## config.mk

```make
export PLATFORM = sky130hd
export DESIGN_NAME = cbus_arbiter_n_flat
export DESIGN_NICKNAME = d
export VERILOG_FILES = /design/src/rtl/cbus_arbiter_n_if.sv /design/src/rtl/cbus_arbiter_n.sv /design/src/flat_wrapper.sv
export SDC_FILE = /design/constraint.sdc
export NUM_CORES = 1
export LEC_CHECK = 0
export ABC_AREA = 1
export CELL_PAD_IN_SITES_DETAIL_PLACEMENT = 0
export CELL_PAD_IN_SITES_GLOBAL_PLACEMENT = 1
export CORE_AREA = 2 2 135 137
export CTS_CLUSTER_SIZE = 12
export DETAILED_ROUTE_END_ITERATION = 12
export DIE_AREA = 0 0 137 139
export PLACE_DENSITY_LB_ADDON = 0.15
export SYNTH_ARGS = -nofsm -noshare
export SYNTH_HDL_FRONTEND = slang
export SYNTH_SLANG_ARGS = --single-unit
```

## constraint.sdc

```tcl
create_clock -name clk_i -period 3.3 [get_ports clk_i]
set_input_delay 0.66 -clock clk_i [delete_from_list [all_inputs] [get_ports clk_i]]
set_output_delay 0.66 -clock clk_i [all_outputs]
set_load 0.03 [all_outputs]
```

## src/rtl/cbus_arbiter_n_if.sv

```systemverilog
// cbus request/response types and the bundled N-port channel seen by cbus_arbiter_n.
// The slave modport is the arbiter side; the master modport is the cache/bridge side.
package cbus_pkg;

  typedef struct packed {
    logic        valid;
    logic        is_write;
    logic [2:0]  size;
    logic [31:0] addr;
    logic [3:0]  strobe;
    logic [31:0] data;
    logic [3:0]  len;
    logic [1:0]  burst;
  } cbus_req_t;

  typedef struct packed {
    logic        ready;
    logic        last;
    logic [31:0] data;
  } cbus_resp_t;

  // Burst length encodings: beats minus one.
  localparam logic [3:0] MLEN1  = 4'd0;
  localparam logic [3:0] MLEN4  = 4'd3;
  localparam logic [3:0] MLEN16 = 4'd15;

endpackage

interface cbus_arbiter_n_if #(
  parameter int NUM_PORTS = 2
);
  import cbus_pkg::*;

  cbus_req_t  [NUM_PORTS-1:0] ireqs;
  cbus_resp_t [NUM_PORTS-1:0] iresps;
  cbus_req_t                  oreq;
  cbus_resp_t                 oresp;

  modport slave (
    input  ireqs,
    input  oresp,
    output iresps,
    output oreq
  );

  modport master (
    output ireqs,
    output oresp,
    input  iresps,
    input  oreq
  );
endinterface

```

## src/rtl/cbus_arbiter_n.sv

```systemverilog
// N-port cbus arbiter: round-robin grant, locked until ready&&last, one IDLE cycle between bursts.
// Build option CBUS_ARB_FIXED_PRIO_EN: lowest port index always wins (round-robin pointer held at 0).
//
// state  | meaning
// S_IDLE | no grant; outputs zeroed; pick next master from valid requests
// S_BUSY | gnt_idx_q owns the downstream channel until ready&&last
module cbus_arbiter_n
  import cbus_pkg::*;
#(
  parameter  int NUM_PORTS = 2,
  localparam int IDX_W     = $clog2(NUM_PORTS)
) (
  input  logic                  clk_i,
  input  logic                  reset_i,
  cbus_arbiter_n_if.slave       bus,
  output logic                  busy_o,
  output logic [IDX_W-1:0]      gnt_idx_o
);

  typedef enum logic {
    S_IDLE = 1'b0,
    S_BUSY = 1'b1
  } state_e;

  state_e             state_q, state_d;
  logic [IDX_W-1:0]   gnt_idx_q, gnt_idx_d;
  logic [IDX_W-1:0]   rr_ptr_q, rr_ptr_d;
  logic [IDX_W-1:0]   rr_next;
  logic [IDX_W-1:0]   cand_idx;
  logic               cand_found;
  int                 scan_pos;

  // Scan from rr_ptr upward with explicit wrap so non-power-of-2 counts never index past NUM_PORTS-1.
  always_comb begin
    cand_found = 1'b0;
    cand_idx   = '0;
    scan_pos   = 0;
    for (int i = 0; i < NUM_PORTS; i++) begin
      scan_pos = int'(rr_ptr_q) + i;
      if (scan_pos >= NUM_PORTS) scan_pos = scan_pos - NUM_PORTS;
      if (!cand_found && bus.ireqs[IDX_W'(scan_pos)].valid) begin
        cand_found = 1'b1;
        cand_idx   = IDX_W'(scan_pos);
      end
    end
  end

`ifdef CBUS_ARB_FIXED_PRIO_EN
  assign rr_next = '0;
`else
  assign rr_next = (gnt_idx_q == IDX_W'(NUM_PORTS - 1)) ? '0 : gnt_idx_q + IDX_W'(1);
`endif

  always_ff @(posedge clk_i) begin
    if (reset_i) begin
      state_q   <= S_IDLE;
      gnt_idx_q <= '0;
      rr_ptr_q  <= '0;
    end else begin
      state_q   <= state_d;
      gnt_idx_q <= gnt_idx_d;
      rr_ptr_q  <= rr_ptr_d;
    end
  end

  always_comb begin
    state_d   = state_q;
    gnt_idx_d = gnt_idx_q;
    rr_ptr_d  = rr_ptr_q;
    case (state_q)
      S_IDLE: begin
        if (cand_found) begin
          state_d   = S_BUSY;
          gnt_idx_d = cand_idx;
        end
      end
      S_BUSY: begin
        if (bus.oresp.ready && bus.oresp.last) begin
          state_d  = S_IDLE;
          rr_ptr_d = rr_next;
        end
      end
      default: state_d = S_IDLE;
    endcase
  end

  // Granted master is forwarded as-is, including a dropped valid; others see all-zero responses.
  always_comb begin
    bus.oreq   = '0;
    bus.iresps = '0;
    if (state_q == S_BUSY) begin
      bus.oreq              = bus.ireqs[gnt_idx_q];
      bus.iresps[gnt_idx_q] = bus.oresp;
    end
  end

  assign busy_o    = (state_q == S_BUSY);
  assign gnt_idx_o = gnt_idx_q;

endmodule

```

## src/flat_wrapper.sv

```systemverilog
// flat-port wrapper written by rule: the top's interface ports become plain ports
module cbus_arbiter_n_flat import cbus_pkg::*;
#(
  parameter  int NUM_PORTS = 2,
  localparam int IDX_W     = $clog2(NUM_PORTS)
)
  (clk_i, reset_i, busy_o, gnt_idx_o, bus_ireqs, bus_oresp, bus_iresps, bus_oreq);
  cbus_arbiter_n_if #(.NUM_PORTS(NUM_PORTS)) bus_i ();
  input  logic clk_i;
  input  logic reset_i;
  output logic busy_o;
  output logic [IDX_W-1:0] gnt_idx_o;
  input wire logic [$bits(bus_i.ireqs)-1:0] bus_ireqs;
  input wire logic [$bits(bus_i.oresp)-1:0] bus_oresp;
  output wire logic [$bits(bus_i.iresps)-1:0] bus_iresps;
  output wire logic [$bits(bus_i.oreq)-1:0] bus_oreq;
  assign bus_i.ireqs = bus_ireqs;
  assign bus_i.oresp = bus_oresp;
  assign bus_iresps = bus_i.iresps;
  assign bus_oreq = bus_i.oreq;
  cbus_arbiter_n #(.NUM_PORTS(NUM_PORTS)) u_core (.clk_i(clk_i), .reset_i(reset_i), .bus(bus_i), .busy_o(busy_o), .gnt_idx_o(gnt_idx_o));
endmodule
```

-- Word-level counts from Yosys, hierarchy flattened
Cells that the tools add are included.
- bitwise operators: 2
- order comparisons: 6
- reductions and logical operators: 6
- add/sub/neg operators: 4
- muxes and demuxes: 20
- operators by type and width (kind ; count):
    79-bit two-way mux ; 7
    68-bit AND ; 1
    68-bit two-way mux ; 1
    34-bit demux with 1-bit select ; 1
    34-bit two-way mux ; 1
    1-bit two-way mux ; 9
    1-bit by 3-bit less-than comparator with 1-bit output, second input constant ; 2
    2-bit AND reduction ; 2
    1-bit logical AND ; 3
    1-bit by 1-bit adder with 2-bit output, second input constant ; 1
    1-bit by 2-bit greater-or-equal comparator with 1-bit output, second input constant ; 1
    2-bit greater-or-equal comparator, second input constant ; 1
    1-bit by 2-bit less-than comparator with 1-bit output, second input constant ; 1
    1-bit one-hot mux with 2 select lines ; 1
    1-bit subtractor, second input constant ; 2
    1-bit adder, second input constant ; 1
    1-bit greater-or-equal comparator, second input constant ; 1
    1-bit zero test ; 1
    1-bit NOT ; 1
- flip-flop bits (word level): 3
- bits of input ports: 194
- word-level logic and storage cells: 41
- output and inout port bits: 149

-- Depth between registers and ports, before layout
Gate-level depths: netlist (run 1).
- depth after elaboration: 11
- gate-level depth with buffers: 5
- mapped depth without buffers: 4

-- Worst setup path after synthesis (run 1)
No wires, ideal clock.
- kind: register to output
- from: register u_core.state_q, in the netlist u_core.busy_o
- to: output bus_iresps[37]
- stages on the path, launching flop included: 5
- buffers on the path: 2
- data required time: 2640 ps
- slack: 1178 ps
- data arrival time: 1462 ps
- cell sequence: dfxtp_1 buf_2 nand2_2 buf_2 nor2_1
- longest elaborated chain between the ends: 1
- ends and longest elaborated chain (item ; line ; text):
    start: declaration ; cbus_arbiter_n.sv:25 ; state_e state_q, state_d;
    start signal: assignment ; cbus_arbiter_n.sv:60 ; state_q <= state_d;
    68-bit two-way mux ; cbus_arbiter_n.sv:91 ; if (state_q == S_BUSY) begin
    end: declaration ; flat_wrapper.sv:15 ; output wire logic [$bits(bus_i.iresps)-1:0] bus_iresps;
No other way between the ends.

-- Final worst setup path (run 1)
- from: register u_core.state_q, in the netlist u_core.busy_o
- to: output bus_iresps[20]
The elaborated chain is that of the path after synthesis.

==> summary.md, run 1 <==
| Metric | Value |
|---|---|
| Status | finished, final reports clean |
| Worst path slowest cell | clkdlybuf4s50_1 |
| Core Area | between 15000 and 20000 um^2 |
| Port bufs | approximately 340 |
| Antenna viol nets, final | 0 |
| Die area | between 15000 and 20000 um^2 |
| Chip Height | roughly 140 um |
| Via density per instance | 3.80 |
| Worst-path fanout max | 34 |
| Avg Inst Size Synth | 4.43 um^2 |
| Post-CTS sizing | 0 |
| Clk root buf | clkbuf_16 |
| Hold Violations, Final | 0 |
| Initial antenna violation count | 0 |
| Least-Margin Pin Slew | approximately 710 ps |
| R2R setup slack | 1780 ps |
| Largest net degree at the start of global routing | 53 |
| Clock Latency Late Sink | between 200 and 250 ps |
| Max VDD drop | 0.156 mV |
| Total congestion overflow | 0 |
| Fillers | approximately 1900 |
| Final Max Slew Viols | 0 |
| Cells on worst reg2reg path | 4 |
| Setup TNS | 0 ps |
| Place WS | ~570 ps |
| Vias | between 3000 and 4000 |
| Hold Crit Class | flip-flop to flip-flop |
| Crit path kind | flip-flop to output pin |
| Vias in the first global route | between 3000 and 4000 |
| Hold Path End | u_core.rr_ptr_q$_SDFFE_PP0P_ |
| Tot GR Track Use | a little under an eighth |
| Yosys reg bits | 3 |
| Post-synthesis sequential area ratio | 3.45% |
| Final non-filler cell total | roughly 940 |
| Crit end category | output pin |
| Relative slew slack | between 50% and 60% |
| Area of the multi-input gates | around 1300 um^2 |
| Nets | a little over 900 |
| Bufs on Longest Clock Path | 2 |
| RD Place Congestion | roughly 0.8 |
| Worst hold start | u_core.rr_ptr_q$_SDFFE_PP0P_ |
| Hold Worst Slack | 494 ps |
| Ys Warns | 0 |
| I/O pins | approximately 340 |
| H-tree levels | 1 |
| Synth cell types | 12 |
| Critical-path cell list | buf_4 > nand2_2 > buf_4 > nor2_1 > clkdlybuf4s50_1 |
| Final WL | approximately 13 mm |
| Fraction of the cycle the final worst path needs | 84.5% |
| CTS hold repair buffers | 0 |
| Synthesized area | 1740 um^2 |
| Mapped Nets | roughly 600 |
| Router iterations before antenna repair | 4 |
| Syn-to-layout area delta | 206% |
| CTS buffer count | 3 |
| Worst Path Arrival | about 2100 ps |
| Reg-to-reg endpoint | u_core.rr_ptr_q$_SDFFE_PP0P_ |
| Clock skew | between 1.5 and 2 ps |
| Period minus WS final | roughly 2800 ps |
| Post-CTS setup buffers | 0 |
| Most frequent cell on the critical path | buf_4 |
| TritonCTS clock tree | done |
| # setup viols final | 0 |
| Clock sink count | 3 |
| Initial Util | approximately a tenth |
| Die Width | 137 um |
| Worst path required time | ~2600 ps |
| RSZ-0062 raised after global routing | false |
| Max Freq | 0.359 GHz |
| Setup WS post-layout | around 510 ps |
| Row count | 49 |
| Global-route wire length before repair | around 18 mm |
| Cells after synthesis | slightly below 400 |
| Nature of the critical path startpoint | flip-flop |
| Reg2reg start | u_core.gnt_idx_o$_SDFFE_PP0P_ |
| HPWL after detailed placement | just over 10 mm |
| Hold path depth | 2 |
| WL/cell | 13.4 um |
| Register area | 65.1 um^2 |
| Clock transition at the registers of the reported paths | around 30 ps |
| Placed Cells | 940 |
| Initial DRC count | 94 |
| Fraction of layout cells with a size suffix above 1 | between 10% and 20% |
| Max stage delay on crit path | 700 ps |
| ANT cells | 0 |
| Residual DRC | 0 |
| Max cap viols | 0 |
| Pleak | between 0.002 and 0.003 uW |
| PD cells | between 200 and 250 nW/um^2 |
-- cell families (layout without fill, tap and decap cells) --
family	after synthesis	count (layout)	share of synthesized area, %
simple gates	319	319	75.5
buf+inv	70	392	20.7
flops	3	3	3.45
compound gates	1	1	0.287
-- worst max-delay path by stage --
| stage | cells after the start | end | startpoint |
|---|---|---|---|
| 3_3_place_gp | 4 | bus_iresps[67] | bus_oresp[33] |
| 2_1_floorplan | 4 | bus_iresps[37] | u_core.busy_o$_SDFF_PP0_ |
| 5_1_grt | 4 | bus_oreq[19] | u_core.gnt_idx_o$_SDFFE_PP0P_ |
| 3_5_place_dp | 4 | bus_iresps[33] | bus_oresp[33] |
| 4_1_cts | 4 | bus_oreq[19] | u_core.gnt_idx_o$_SDFFE_PP0P_ |
| 6_report | 5 | bus_iresps[20] | u_core.busy_o$_SDFF_PP0_ |
-- placed cells by master (no fill, tap or decap) --
cell / netlist / layout
nand3_1: 83 / 83
nand2_2: 2 / 2
nor2_1: 72 / 72
buf_4: 3 / 56
nand2_1: 161 / 161
inv_1: 37 / 37
dfxtp_1: 3 / 1
a21oi_1: 1 / 1
dfxtp_2: 0 / 1
clkbuf_16: 0 / 3
nor2_4: 1 / 1
clkbuf_1: 0 / 1
clkdlybuf4s50_1: 0 / 287
buf_12: 0 / 7
inv_2: 1 / 1
dfxtp_4: 0 / 1
-- synthesized netlist by cell type --
library cell | number | area share [%]
nor2_1 | 72 | 16
a21oi_1 | 1 | 0.29
buf_2 | 21 | 6.0
dfxtp_1 | 3 | 3.5
buf_4 | 3 | 1.3
nand2_1 | 161 | 35
nand2_2 | 2 | 0.72
nor2_4 | 1 | 0.65
buf_6 | 8 | 5.2
inv_2 | 1 | 0.22
inv_1 | 37 | 8.0
nand3_1 | 83 | 24
-- area by class of cell --
| class | instances | area share [%] |
|---|---|---|
| Clock buffer | 4 | 1.48 |
| Sequential cell | 3 | 1.22 |
| Multi-Input combinational cell | 320 | 24.8 |
| Tap cell | 229 | 5.38 |
| Inverter | 38 | 2.68 |
| Timing Repair Buffer | 350 | 64.5 |
-- registers in the layout, indices dropped and copies added, names as in the netlist --
| name | flops |
|---|---|
| u_core.busy_o | 1 |
| u_core.gnt_idx_o | 1 |
| u_core.rr_ptr_q | 1 |
-- stage by stage --
stage	cell area [um^2]	total power [uW]	util, %
6_report	5330	1070	30.2
5_1_grt	5330	1140	30.2
2_1_floorplan	1740	433	-
3_3_place_gp	5250	893	29.7
3_5_place_dp	5250	893	29.7
4_1_cts	5330	1090	30.2
-- worst max-delay path, delay by kind of cell (launching register included) --
kind / cells / cell delay (ps)
buffers and inverters: 3 / 1290
and+or+nand+nor: 2 / 260
DFF: 1 / 340
-- metal layers --
metal  global-route usage [%]  vias up  wire (um)  share of wire (%)
li1                         -     1836          -                  -
met3                     4.53        4       1650                 13
met2                     23.4      212       6440                 51
met5                        0        -          0                  0
met4                    0.977        0         78               0.62
met1                     11.8     1537       4440                 35
-- where the power goes --
part	switching, uW	internal (uW)	total (uW)
combinational	432	407	839
sequential	4.70	39.1	43.8
clock	30.7	159	190
Power figures use the tool's default switching activity.
==> inputs of run 2 (changes only) <==
Clock period 3.3 ns to 2.8 ns, I/O delays scaled along.
==> run 2 against run 1 <==
Worst setup slack got worse by 100 ps. Register-to-register slack got worse by 210 ps. Largest power group unchanged. Final area decreased by 4.7%.
==> summary.md, run 2 (synthesized netlist as in run 1, its figures left out) <==
| Metric | Value |
|---|---|
| Status | finished, final reports clean (unchanged) |
| Clock Latency Late Sink | 230 ps (was 220 ps) |
| Most common cell after layout, fill and taps aside | clkdlybuf4s50_1 (unchanged) |
| Row count | 49 (unchanged) |
| Port bufs | 342 (unchanged) |
| HPWL after detailed placement | 9.72 mm (was 10.1 mm) |
| Tot GR Track Use | 11.4% (was 11.8%) |
| Die Width | 137 um (unchanged) |
| CTS hold repair buffers | 0 (unchanged) |
| Worst path slowest cell | nand2_2 (was clkdlybuf4s50_1) |
| NetSw | 553 uW (was 468 uW) |
| Residual DRC | 0 (unchanged) |
| Place WS | 623 ps (was 566 ps) |
| Initial DRC count | 134 (was 94) |
| Hold Violations, Final | 0 (unchanged) |
| Antenna viol nets, final | 0 (unchanged) |
| Fraction of the cycle the final worst path needs | 85.4% |
| Reg2reg start | u_core.busy_o$_SDFF_PP0_ (was u_core.gnt_idx_o$_SDFFE_PP0P_) |
| Combinational share of power | 77.4% (was 78.2%) |
| Core Util, Final | 28.7% (was 30.2%) |
| Router iterations before antenna repair | 4 (unchanged) |
| Vias in the first global route | 3371 (was 3506) |
| Worst-path fanout max | 35 (was 34) |
| Setup WS post-layout | 408 ps (was 511 ps) |
| Die area | 19000 um^2 (unchanged) |
| Worst Path Arrival | 1830 ps (was 2130 ps) |
| Placed Cells | 937 (was 940) |
| Worst hold start | u_core.rr_ptr_q$_SDFFE_PP0P_ (unchanged) |
| Period minus WS final | ~2400 ps |
| RD Place Congestion | 0.809 (was 0.822) |
| Nature of the critical path startpoint | flip-flop (unchanged) |
| Fillers | 1973 (was 1937) |
| Post-CTS sizing | 0 (unchanged) |
| Initial Util | 9.85% (unchanged) |
| Max cap viols | 0 (unchanged) |
| Crit path kind | flip-flop to output pin (unchanged) |
| Sequential Power Share | 4.0% (was 4.1%) |
| Syn-to-layout area delta | 192% (was 206%) |
| Clock power frac | 18.6% (was 17.7%) |
| Max VDD drop | 0.165 mV (was 0.156 mV) |
| Final Max Slew Viols | 0 (unchanged) |
| Final non-filler cell total | 941 (was 944) |
| Net Sw Frac | 44.7% (was 43.6%) |
| Chip Height | 139 um (unchanged) |
| I/O pins | 343 (unchanged) |
| CP top delay family | simple AND/OR/NAND/NOR gates (was buffers and inverters) |
| Buffer and inverter count on the worst path | 2 (was 3) |
| Pleak | 0.00268 uW (was 0.00252 uW) |
| TritonCTS clock tree | done (unchanged) |
| ANT cells | 0 (unchanged) |
| Nets | 907 (was 910) |
| Max stage delay on crit path | 460 ps (was 700 ps) |
| Relative slew slack | 58.1% (was 52.3%) |
| Clock skew | 0.501 ps (was 1.58 ps) |
| Bufs on Longest Clock Path | 2 (unchanged) |
| Vias | 3582 (was 3589) |
| Max Freq | 0.418 GHz |
| Initial antenna violation count | 0 (unchanged) |
| Post-CTS setup buffers | 0 (unchanged) |
| WL/cell | 13.0 um (was 13.4 um) |
| Most frequent cells in the layout | 195 x clkdlybuf4s50_1, 161 x nand2_1, 145 x buf_4 (was 287 x clkdlybuf4s50_1, 161 x nand2_1, 83 x nand3_1) |
| Total congestion overflow | 0 (unchanged) |
| CP startpoint | u_core.busy_o$_SDFF_PP0_ (unchanged) |
| Most frequent cell on the critical path | buf_4 (unchanged) |
| PD cells | 244 nW/um^2 (was 201 nW/um^2) |
| Least-Margin Pin Slew | 626 ps (was 714 ps) |
| Final WL | 12.2 mm (was 12.6 mm) |
| Via density per instance | 3.81 (was 3.80) |
| Worst path required time | 2240 ps (was 2640 ps) |
| # setup viols final | 0 (unchanged) |
| Clock sink count | 3 (unchanged) |
| Crit end category | output pin (unchanged) |
| Hold Crit Class | flip-flop to flip-flop (unchanged) |
| RSZ-0062 raised after global routing | false (unchanged) |
| Clock transition at the registers of the reported paths | 30 ps (about the same) |
| Clk root buf | clkbuf_16 (unchanged) |
| Setup TNS | 0 ps (unchanged) |
| Pint | 686 uW (was 605 uW) |
| Largest net degree at the start of global routing | 74 (was 53) |
| Critical-path cell list | buf_4 > nand2_2 > nor2_1 > buf_4 (was buf_4 > nand2_2 > buf_4 > nor2_1 > clkdlybuf4s50_1) |
| Global-route wire length before repair | 17.6 mm (was 18.2 mm) |
| Fraction of layout cells with a size suffix above 1 | 22.6% (was 10.1%) |
| H-tree levels | 1 (unchanged) |
| Core Area | 17700 um^2 (unchanged) |
| CTS buffer count | 3 (unchanged) |
[run 2: final timing paths]
kind / end / slack [ps] / depth (start not counted)
min: u_core.rr_ptr_q$_SDFFE_PP0P_ / 480 / 2
max reg2reg: u_core.rr_ptr_q$_SDFFE_PP0P_ / 1570 / 4
min reg2reg: u_core.rr_ptr_q$_SDFFE_PP0P_ / 480 / 2
max: bus_iresps[61] / 410 / 4
[run 2: area by class of cell]
cell class | count | area, um^2 | area share (%)
repair buffers | 347 | 3180 | 62.7
multi-input cells | 320 | 1320 | 26.0
well taps | 229 | 287 | 5.65
inverters | 38 | 143 | 2.81
clock buffers | 4 | 78.8 | 1.55
flip-flops and latches | 3 | 65.1 | 1.28
[run 2: worst reg2reg max path, stage by stage (launching register included)]
cell     delay (ps)
dfxtp_4         340
buf_4           440
nand3_1         190
nand3_1         100
nand2_1          50
[run 2: power groups by stage]
stage,combinational (uW),clock (uW),sequential (uW)
floorplan,457,0,53.4
global placement,971,0,50.1
detailed placement,970,0,50.2
CTS,973,235,49.6
global route,1030,240,50.0
finish,959,230,49.4
[run 2: metal layers]
layer,share of wire [%],up-vias,track usage [%]
met1,36,1532,12.0
met4,0.56,0,1.25
met5,0,-,0
met3,11,7,3.11
li1,-,1832,-
met2,52,211,22.6
[run 2: through the flow]
stage	instance area [um^2]	hold slack, ps	total power [uW]
after CTS	5070	483	1260
after detailed placement	4990	477	1020
after global placement	4990	463	1020
after global routing	5070	499	1320
after floorplan	1740	448	510
final	5070	480	1240
